<file path="src/rtl/bcc.sv">
// -----------------------------------------------------------------------------
// bcc -- branch condition check unit
//
// Evaluates a 4-bit ARM condition code against the current ALU flags and
// registers the result as the execute/take-branch qualifier Ok (1-cycle
// latency). Holds no state other than the output register.
//
// Ports:
//   clk          in  1  system clock, rising-edge active
//   rst          in  1  synchronous, active-high reset (Ok -> 0)
//   flags        in  4  condition flags packed [Z, C, N, V]
//   branch_cond  in  4  ARM condition field (instr[31:28])
//   Ok           out 1  registered "condition satisfied"
//
// Configuration:
//   BCC_NV_ALWAYS_EN  undefined (default): cond 1111 (NV) evaluates to 0.
//                     defined: cond 1111 evaluates to 1 (ARMv5+ unconditional
//                     extension space). No other encoding is affected.
// -----------------------------------------------------------------------------
module bcc (
  input  logic       clk,
  input  logic       rst,
  input  logic [3:0] flags,
  input  logic [3:0] branch_cond,
  output logic       Ok
);

  logic z_s;
  logic c_s;
  logic n_s;
  logic v_s;
  logic pass_s;
  logic ok_r;

  assign z_s = flags[3];
  assign c_s = flags[2];
  assign n_s = flags[1];
  assign v_s = flags[0];

  // Condition decode: full case, each encoding looks only at the flags it names.
  always_comb begin
    pass_s = 1'b0;
    case (branch_cond)
      4'b0000: pass_s = z_s;                        // EQ
      4'b0001: pass_s = ~z_s;                       // NE
      4'b0010: pass_s = c_s;                        // CS/HS
      4'b0011: pass_s = ~c_s;                       // CC/LO
      4'b0100: pass_s = n_s;                        // MI
      4'b0101: pass_s = ~n_s;                       // PL
      4'b0110: pass_s = v_s;                        // VS
      4'b0111: pass_s = ~v_s;                       // VC
      4'b1000: pass_s = c_s & ~z_s;                 // HI
      4'b1001: pass_s = ~c_s | z_s;                 // LS
      4'b1010: pass_s = ~(n_s ^ v_s);               // GE
      4'b1011: pass_s = n_s ^ v_s;                  // LT
      4'b1100: pass_s = ~z_s & ~(n_s ^ v_s);        // GT
      4'b1101: pass_s = z_s | (n_s ^ v_s);          // LE
      4'b1110: pass_s = 1'b1;                       // AL
`ifdef BCC_NV_ALWAYS_EN
      4'b1111: pass_s = 1'b1;                       // NV space treated as unconditional
`else
      4'b1111: pass_s = 1'b0;                       // NV: never execute
`endif
      default: pass_s = 1'b0;
    endcase
  end

  // Output register: reset has priority and discards the pending result.
  always_ff @(posedge clk) begin
    if (rst) begin
      ok_r <= 1'b0;
    end else begin
      ok_r <= pass_s;
    end
  end

  assign Ok = ok_r;

endmodule

</file>
<file path="config.mk">
export PLATFORM = sky130hd
export DESIGN_NAME = bcc
export DESIGN_NICKNAME = d
export VERILOG_FILES = /design/src/rtl/bcc.sv
export SDC_FILE = /design/constraint.sdc
export NUM_CORES = 1
export LEC_CHECK = 0
export BUFFER_PORTS_ARGS = -buffer_cell sky130_fd_sc_hd__buf_2
export CAP_MARGIN = 15
export CORE_AREA = 2 2 39 41
export DETAILED_ROUTE_END_ITERATION = 10
export DIE_AREA = 0 0 41 43
export SYNTH_ARGS = -nofsm -noshare
export SYNTH_HDL_FRONTEND = slang
export SYNTH_SLANG_ARGS = --single-unit
</file>
<file path="constraint.sdc">
create_clock -name clk -period 1.2 [get_ports clk]
set_input_delay 0.12 -clock clk [delete_from_list [all_inputs] [get_ports clk]]
set_output_delay 0.12 -clock clk [all_outputs]
set_load 0.05 [all_outputs]
</file>
==> results of run 1 <==
[final timing paths]
path | startpoint | to | slack, ps | cells after the start
setup / recovery | branch_cond[0] | Ok$_SDFF_PP0_ | -190 | 7
hold / removal | rst | Ok$_SDFF_PP0_ | 370 | 3
[cells by family after synthesis]
kind of cell | after synthesis
flops | 1
xor+xnor | 3
buf+inv | 3
compound gates | 13
simple gates | 11
[stage by stage]
stage	instances	hold WS (ps)	worst slack (ps)	total power, mW	instance area, um^2
CTS	63	378	-225	0.162	355
global placement	63	381	-181	0.150	330
detailed placement	63	371	-231	0.152	330
floorplan	31	275	12.5	0.105	233
global route	63	390	-256	0.178	367
finish	63	373	-190	0.166	367
[power by group through the flow]
stage	logic, mW	clock network (mW)	registers (mW)
floorplan	0.0542	0	0.0508
finish	0.128	0	0.0379
CTS	0.124	0	0.0379
global placement	0.112	0	0.0380
detailed placement	0.114	0	0.0379
global route	0.139	0	0.0385
[per-layer routing]
metal	vias up	global-route usage	routed length, um
met1	136	0.101	269
met4	0	0	0
met3	0	0.00524	44
li1	148	-	-
met2	8	0.153	329
met5	-	0	0
[cells in the final DEF, fill, tap and decap left out, types with 2 or more instances in the layout]
| master | instances |
|---|---|
| inv_1 | 2 |
| xor2_1 | 2 |
| nor2_1 | 3 |
| buf_4 | 6 |
| nand3_1 | 2 |
| buf_6 | 4 |
| buf_2 | 7 |
| a21oi_1 | 5 |
[critical path: stages]
cell and delay, ps:
buf_6 100, buf_6 100, xor2_1 150, a21oi_1 150, o31ai_1 80, a221o_1 270, o31a_1 290
[final cells by class]
type / instances / area [um^2]
Tap cell: 16 / 20.0
Sequential cell: 1 / 20.0
Fill cell: 151 / 1020
Timing Repair Buffer: 17 / 125
Inverter: 2 / 7.51
Multi-Input combinational cell: 27 / 194
[repair_timing]
item	4_1_cts	5_1_grt
endpoints found under the setup margin	1	1
cloned	0	0
hold endpoints to repair	0	0
buffers inserted	0	0
pin swaps	6	2
resized for setup	5	1
==> results.json, run 1 <==
{
  "drt-pass1-iter-count": 4,
  "finalSetupViolCount": 1,
  "power_density_nw_per_um2": 453,
  "yosys.cell_types.count": 22,
  "final_nets": 59,
  "drt-total-wl_um": 643,
  "synthArstFlopShare": 0,
  "synth_nets": 41,
  "globalplace.congestion": 0.783,
  "drive_gt1_frac": 0.426,
  "syn_area_um2": 221,
  "diodes": 0,
  "start_kind": "primary input",
  "vias_per_cell": 4.63,
  "die_area_um2": 1760,
  "vias": 292,
  "yosys.area.top_type_share": 0.113,
  "core_area_um2": 1380,
  "largest_reg_flops": 1,
  "synth-edff-count": 0,
  "dp_hpwl_um": 545,
  "layout_min_cycle_time_ps": 1390,
  "cap_violations": 0,
  "ctsHoldBuffers": 0,
  "synth_mux_area_frac": 0,
  "initial_core_util": 0.160,
  "postSynthAreaPerCell_um2": 7.14,
  "status": "complete, but fails checks",
  "synth.most_common_cell": "a21oi_1",
  "cp_max_fo": 3,
  "fin_crit_sh": 1.16,
  "p_int_mw": 0.101,
  "synth_top_family_by_area": "compound AO/OA/AOI/OAI gates",
  "critPathRequiredTime_ps": 1080,
  "ys.flop_type": "dfxtp_1",
  "p_seq_frac": 0.229,
  "synth_fa_ha_area_frac": 0,
  "clk_pin_slew_ps": 0,
  "rsz0062_at_grt": "true",
  "worstSetupPathType": "primary input to register",
  "failed_checks": "setup timing",
  "ys_seq_elements": 1,
  "synth_top_area_cell": "a21oi_1",
  "max_slew_margin": 0.828,
  "rows": 14,
  "grt_pass1_wl_um": 1080,
  "wl_per_cell_um": 10.2,
  "finalHoldViolations": 0,
  "p_clk_frac": 0,
  "drc": 0,
  "crit_arrival_ps": 1270,
  "dieWidth_um": 41,
  "grt_pass1_vias": 270,
  "grt_overflow": 0,
  "sw_frac_of_total": 0.392,
  "setup_ws_ps": -190,
  "port_buffers": 10,
  "syn_inst": 31,
  "finalSetupTns_ps": -190,
  "drt_iter0_drc": 13,
  "io_pins": 11,
  "p_switching_mw": 0.0650,
  "ir_drop_mv": 0.119,
  "yosysSeqAreaShare": 0.0904,
  "ant_nets": 0,
  "area_growth_pct": 65.5,
  "slew_viol_final": 0,
  "synthXorXnorAreaFrac": 0.119,
  "fmax_ghz": 0.719,
  "hp-class": "primary input to register",
  "p_leak_nw": 0.155,
  "worst_slew_pin_slew_ps": 259,
  "end_kind": "register",
  "antenna_found_initial": 0,
  "share_comb_of_total_power": 0.771,
  "die_h_um": 43,
  "synthTopCellsByCount": "5 x a21oi_1, 3 x nor2_1, 2 x inv_1, 2 x nand3_1, 2 x xor2_1",
  "synth_compound_area_frac": 0.424,
  "synth_area_leaders": "a21oi_1 11%, dfxtp_1 9.0%, xor2_1 7.9%, a311oi_2 6.8%, clkbuf_8 6.2%",
  "synth_simple_gate_area_frac": 0.271,
  "grt_max_degree": 10,
  "yosys_warnings": 0,
  "utilization": 0.265,
  "grtUsageTotal": 0.0819
}
Power figures use the tool's default switching activity.
==> run 2: changes to the inputs <==
- ABC_AREA: not set -> 1
==> run 2 against run 1 <==
Against the previous run: the flow now finishes without violations; worst hold slack got worse by 1.3 ps; first-iteration DRC count decreased by 85%; sequential cell count unchanged; via count increased by 3.8%; sequential share of layout area increased by 1.2 points; global-route usage decreased by 1.4 points.
==> results.json, run 2 <==
{
  "status": "finished, final reports clean",
  "finalSetupTns_ps": 0,
  "synth_area_leaders": "nand2_1 34%, inv_1 13%, nand3_1 11%, dfxtp_1 8.7%, o21ai_0 8.7%",
  "slew_viol_final": 0,
  "sw_frac_of_total": 0.452,
  "multi_input_area_um2": 179,
  "largest_reg_flops": 1,
  "synthTopCellsByCount": "21 x nand2_1, 8 x inv_1, 5 x nand3_1",
  "synth_top_area_cell": "nand2_1",
  "diodes": 0,
  "finalHoldViolations": 0,
  "vias_per_cell": 4.09,
  "ctsHoldBuffers": 0,
  "finalSetupViolCount": 0,
  "dp_hpwl_um": 467,
  "grt_overflow": 0,
  "syn_inst": 48,
  "power_density_nw_per_um2": 456,
  "yosys.area.top_type_share": 0.344,
  "place_area_um2": 299,
  "globalplace.congestion": 0.752,
  "grt_pass1_vias": 225,
  "yosysSeqAreaShare": 0.0874,
  "syn_area_um2": 229,
  "hp-class": "primary input to register",
  "synth-edff-count": 0,
  "p_int_mw": 0.0746,
  "cp_max_fo": 8,
  "worstSetupPathType": "primary input to register",
  "ys.flop_type": "dfxtp_1",
  "rows": 14,
  "grtUsageTotal": 0.0680,
  "n_fill_cell": 167,
  "final_common_cell": "nand2_1",
  "dp_cells": 74,
  "fin_area_um2": 299,
  "crit_arrival_ps": 960,
  "synth.most_common_cell": "nand2_1",
  "end_kind": "register",
  "rsz0062_at_grt": "false",
  "start_kind": "primary input",
  "layout_min_cycle_time_ps": 1030,
  "p_switching_mw": 0.0616,
  "max_slew_margin": 0.837,
  "ctsResizeCount": 0,
  "drc": 0,
  "vias": 303,
  "dieWidth_um": 41,
  "critPathRequiredTime_ps": 1130,
  "regArea_um2": 20.0,
  "ant_nets": 0,
  "io_pins": 11,
  "antenna_found_initial": 0,
  "yosys_warnings": 0,
  "synthArstFlopShare": 0,
  "die_area_um2": 1760,
  "drive_gt1_frac": 0.241,
  "yosys.cell_types.count": 11,
  "drt-pass1-iter-count": 4,
  "post-cts-setup-buffers": 0,
  "drt-total-wl_um": 510,
  "fmax_ghz": 0.971,
  "port_buffers": 10,
  "ys_seq_elements": 1,
  "layout.cells.non_filler": 74,
  "p_seq_frac": 0.276,
  "p_clk_frac": 0,
  "synth_nets": 58,
  "grt_pass1_wl_um": 924,
  "worst_slew_pin_slew_ps": 246,
  "initial_core_util": 0.165,
  "share_comb_of_total_power": 0.724,
  "fin_crit_sh": 0.858,
  "mostFrequentLayoutCells": "21 x nand2_1, 10 x buf_2, 8 x inv_1",
  "p_leak_nw": 0.183,
  "cap_violations": 0,
  "core_area_um2": 1380,
  "wl_per_cell_um": 6.89,
  "area_growth_pct": 30.6,
  "grt_max_degree": 9,
  "ir_drop_mv": 0.0751,
  "drt_iter0_drc": 2,
  "die_h_um": 43,
  "postSynthAreaPerCell_um2": 4.77,
  "final_nets": 70,
  "clk_pin_slew_ps": 0
}
## run 2: cell count changes in the layout (fill, tap and decap cells not counted), moves of 2 or more
| cell | before | now |
|---|---|---|
| inv_1 | 2 | 8 |
| a21oi_1 | 5 | 0 |
| buf_6 | 4 | 0 |
| buf_2 | 7 | 10 |
| nand2_1 | 1 | 21 |
| nand3_1 | 2 | 5 |
| buf_4 | 6 | 0 |
| o21ai_0 | 1 | 4 |
| xor2_1 | 2 | 0 |
## run 2: path summary, 6_finish.rpt
check | startpoint | to | slack (ps) | cells after the start
worst max-delay path | branch_cond[1] | Ok$_SDFF_PP0_ | 170 | 10
worst min-delay path | rst | Ok$_SDFF_PP0_ | 370 | 3
## run 2: cell type report
class | instances | share of cell area
inverter | 8 | 0.100
multi-input combinational | 39 | 0.598
sequential | 1 | 0.0669
tap | 16 | 0.0669
timing repair buffer | 10 | 0.167
## run 2: logic make-up after synthesis
| logic type | synth area share |
|---|---|
| AND/OR/NAND/NOR | 0.618 |
| AO/OA/AOI/OAI | 0.164 |
| flip-flops | 0.0874 |
| buffers and inverters | 0.131 |
## run 2: critical path, cell delays in order
cell,delay (ps)
buf_2,140
nor2_1,210
nand3_1,100
nand2_1,70
inv_1,30
nand2_1,40
nand2_1,50
nand3_2,60
nand2_2,50
a21oi_2,90
## run 2: stage by stage
step	total power, mW	util	hold WS [ps]	worst slack [ps]
2_1_floorplan	0.103	-	253	406
3_3_place_gp	0.136	0.216	374	167
3_5_place_dp	0.137	0.216	373	150
4_1_cts	0.138	0.216	374	145
5_1_grt	0.152	0.216	399	43.0
6_report	0.136	0.216	372	171
## run 2: per-layer routing
layer,global-route usage,up-vias,share of wire
li1,-,171,-
met3,0,0,0.043
met1,0.102,127,0.45
met5,0,-,0
met2,0.113,5,0.50
met4,0,0,0
## run 2: power groups by stage
| stage | combinational [mW] | clock, mW | sequential [mW] |
|---|---|---|---|
| CTS | 0.100 | 0 | 0.0376 |
| detailed placement | 0.0998 | 0 | 0.0376 |
| global placement | 0.0982 | 0 | 0.0375 |
| floorplan | 0.0546 | 0 | 0.0488 |
| global route | 0.114 | 0 | 0.0378 |
| finish | 0.0987 | 0 | 0.0375 |
==> run 3: changes to the inputs <==
- GPL_TIMING_DRIVEN: not set -> 0
==> run 3 against run 2 <==
Against the previous run: maximum frequency decreased by 1.1%; global-route usage decreased by 0.40 points; core utilization is the same; final cell count is the same; die area unchanged; first-iteration DRC count up 50%; final area did not move; sequential cell count is the same; sequential power hardly changed.
==> results.json, run 3 (synthesis results as in run 2) <==
{
  "status": "finished, final reports clean",
  "port_buffers": 10,
  "grt_pass1_wl_um": 862,
  "vias": 294,
  "crit_arrival_ps": 970,
  "n_fill_cell": 172,
  "initial_core_util": 0.165,
  "fmax_ghz": 0.961,
  "sw_frac_of_total": 0.451,
  "grt_max_degree": 9,
  "slew_viol_final": 0,
  "drc": 0,
  "finalSetupTns_ps": 0,
  "mostFrequentLayoutCells": "21 x nand2_1, 10 x buf_2, 8 x inv_1",
  "hp-class": "primary input to register",
  "die_area_um2": 1760,
  "ant_nets": 0,
  "rsz0062_at_grt": "false",
  "cp_max_fo": 8,
  "critPathTopFamily": "simple AND/OR/NAND/NOR gates",
  "critPathMaxStageDelay_ps": 210,
  "path_buf_inv": 2,
  "grt_overflow": 0,
  "rows": 14,
  "path_cells": "buf_2 -> nor2_1 -> nand3_1 -> nand2_1 -> inv_1 -> nand2_1 -> nand2_1 -> nand3_2 -> nand2_2 -> a21oi_2",
  "finalSetupViolCount": 0,
  "dp_cells": 74,
  "share_comb_of_total_power": 0.724,
  "drt-pass1-iter-count": 3,
  "worst_slew_pin_slew_ps": 246,
  "end_kind": "register",
  "final_common_cell": "nand2_1",
  "p_switching_mw": 0.0614,
  "p_leak_nw": 0.183,
  "ctsHoldBuffers": 0,
  "globalplace.congestion": 0.753,
  "power_mw": 0.136,
  "worstSetupPathType": "primary input to register",
  "final_nets": 70,
  "drive_gt1_frac": 0.241,
  "max_slew_margin": 0.837,
  "core_area_um2": 1380,
  "critPathRequiredTime_ps": 1130,
  "clk_pin_slew_ps": 0,
  "dieWidth_um": 41,
  "power_density_nw_per_um2": 455,
  "layout_min_cycle_time_ps": 1040,
  "grtUsageTotal": 0.0640,
  "antenna_found_initial": 0,
  "finalHoldViolations": 0,
  "cp_common_cell": "nand2_1",
  "drt_iter0_drc": 3,
  "die_h_um": 43,
  "p_clk_frac": 0,
  "fin_crit_sh": 0.867,
  "io_pins": 11,
  "grt_pass1_vias": 228,
  "start_kind": "primary input",
  "area_growth_pct": 30.6,
  "cap_violations": 0,
  "diodes": 0,
  "vias_per_cell": 3.97,
  "slowest_stage": "nor2_1",
  "p_int_mw": 0.0746,
  "wl_per_cell_um": 6.99,
  "p_seq_frac": 0.276,
  "ir_drop_mv": 0.0756,
  "largest_reg_flops": 1,
  "post-cts-setup-buffers": 0,
  "dp_hpwl_um": 458,
  "drt-total-wl_um": 517,
  "layout.cells.non_filler": 74,
  "ctsResizeCount": 0
}
[run 3: power by group through the flow]
stage | logic (mW) | clock network [mW] | registers, mW
after global placement | 0.0981 | 0 | 0.0375
after CTS | 0.0996 | 0 | 0.0375
after detailed placement | 0.0993 | 0 | 0.0375
final | 0.0984 | 0 | 0.0375
after floorplan | 0.0546 | 0 | 0.0488
after global routing | 0.113 | 0 | 0.0378
[run 3: routing by layer]
| metal | vias to the layer above | track usage | routed length, um |
|---|---|---|---|
| met1 | 120 | 0.0794 | 223 |
| met2 | 5 | 0.122 | 261 |
| met4 | 0 | 0 | 0 |
| li1 | 169 | - | - |
| met5 | - | 0 | 0 |
| met3 | 0 | 0 | 31 |
[run 3: final timing paths]
check / end / depth (start not counted) / from / slack (ps)
max: Ok$_SDFF_PP0_ / 10 / branch_cond[1] / 160
min: Ok$_SDFF_PP0_ / 3 / rst / 370
[run 3: tightest hold or removal path, cell delays in order]
cell and delay [ps]:
buf_2 70, a31o_2 90, a21oi_2 30
[run 3: metrics by stage]
step                      hold slack [ps]  instance area (um^2)  setup slack (ps)   util
final                                 367                   299               160  0.216
after global routing                  391                   299              3.80  0.216
after CTS                             371                   299               137  0.216
after detailed placement              370                   299               142  0.216
after global placement                374                   299               162  0.216
after floorplan                       253                   229               406      -
[run 3: cell type report]
cell class                      instances  area, um^2  area share
Multi-Input combinational cell         39         179       0.598
Timing Repair Buffer                   10        50.0       0.167
Inverter                                8        30.0       0.100
Sequential cell                         1        20.0      0.0669
Tap cell                               16        20.0      0.0669
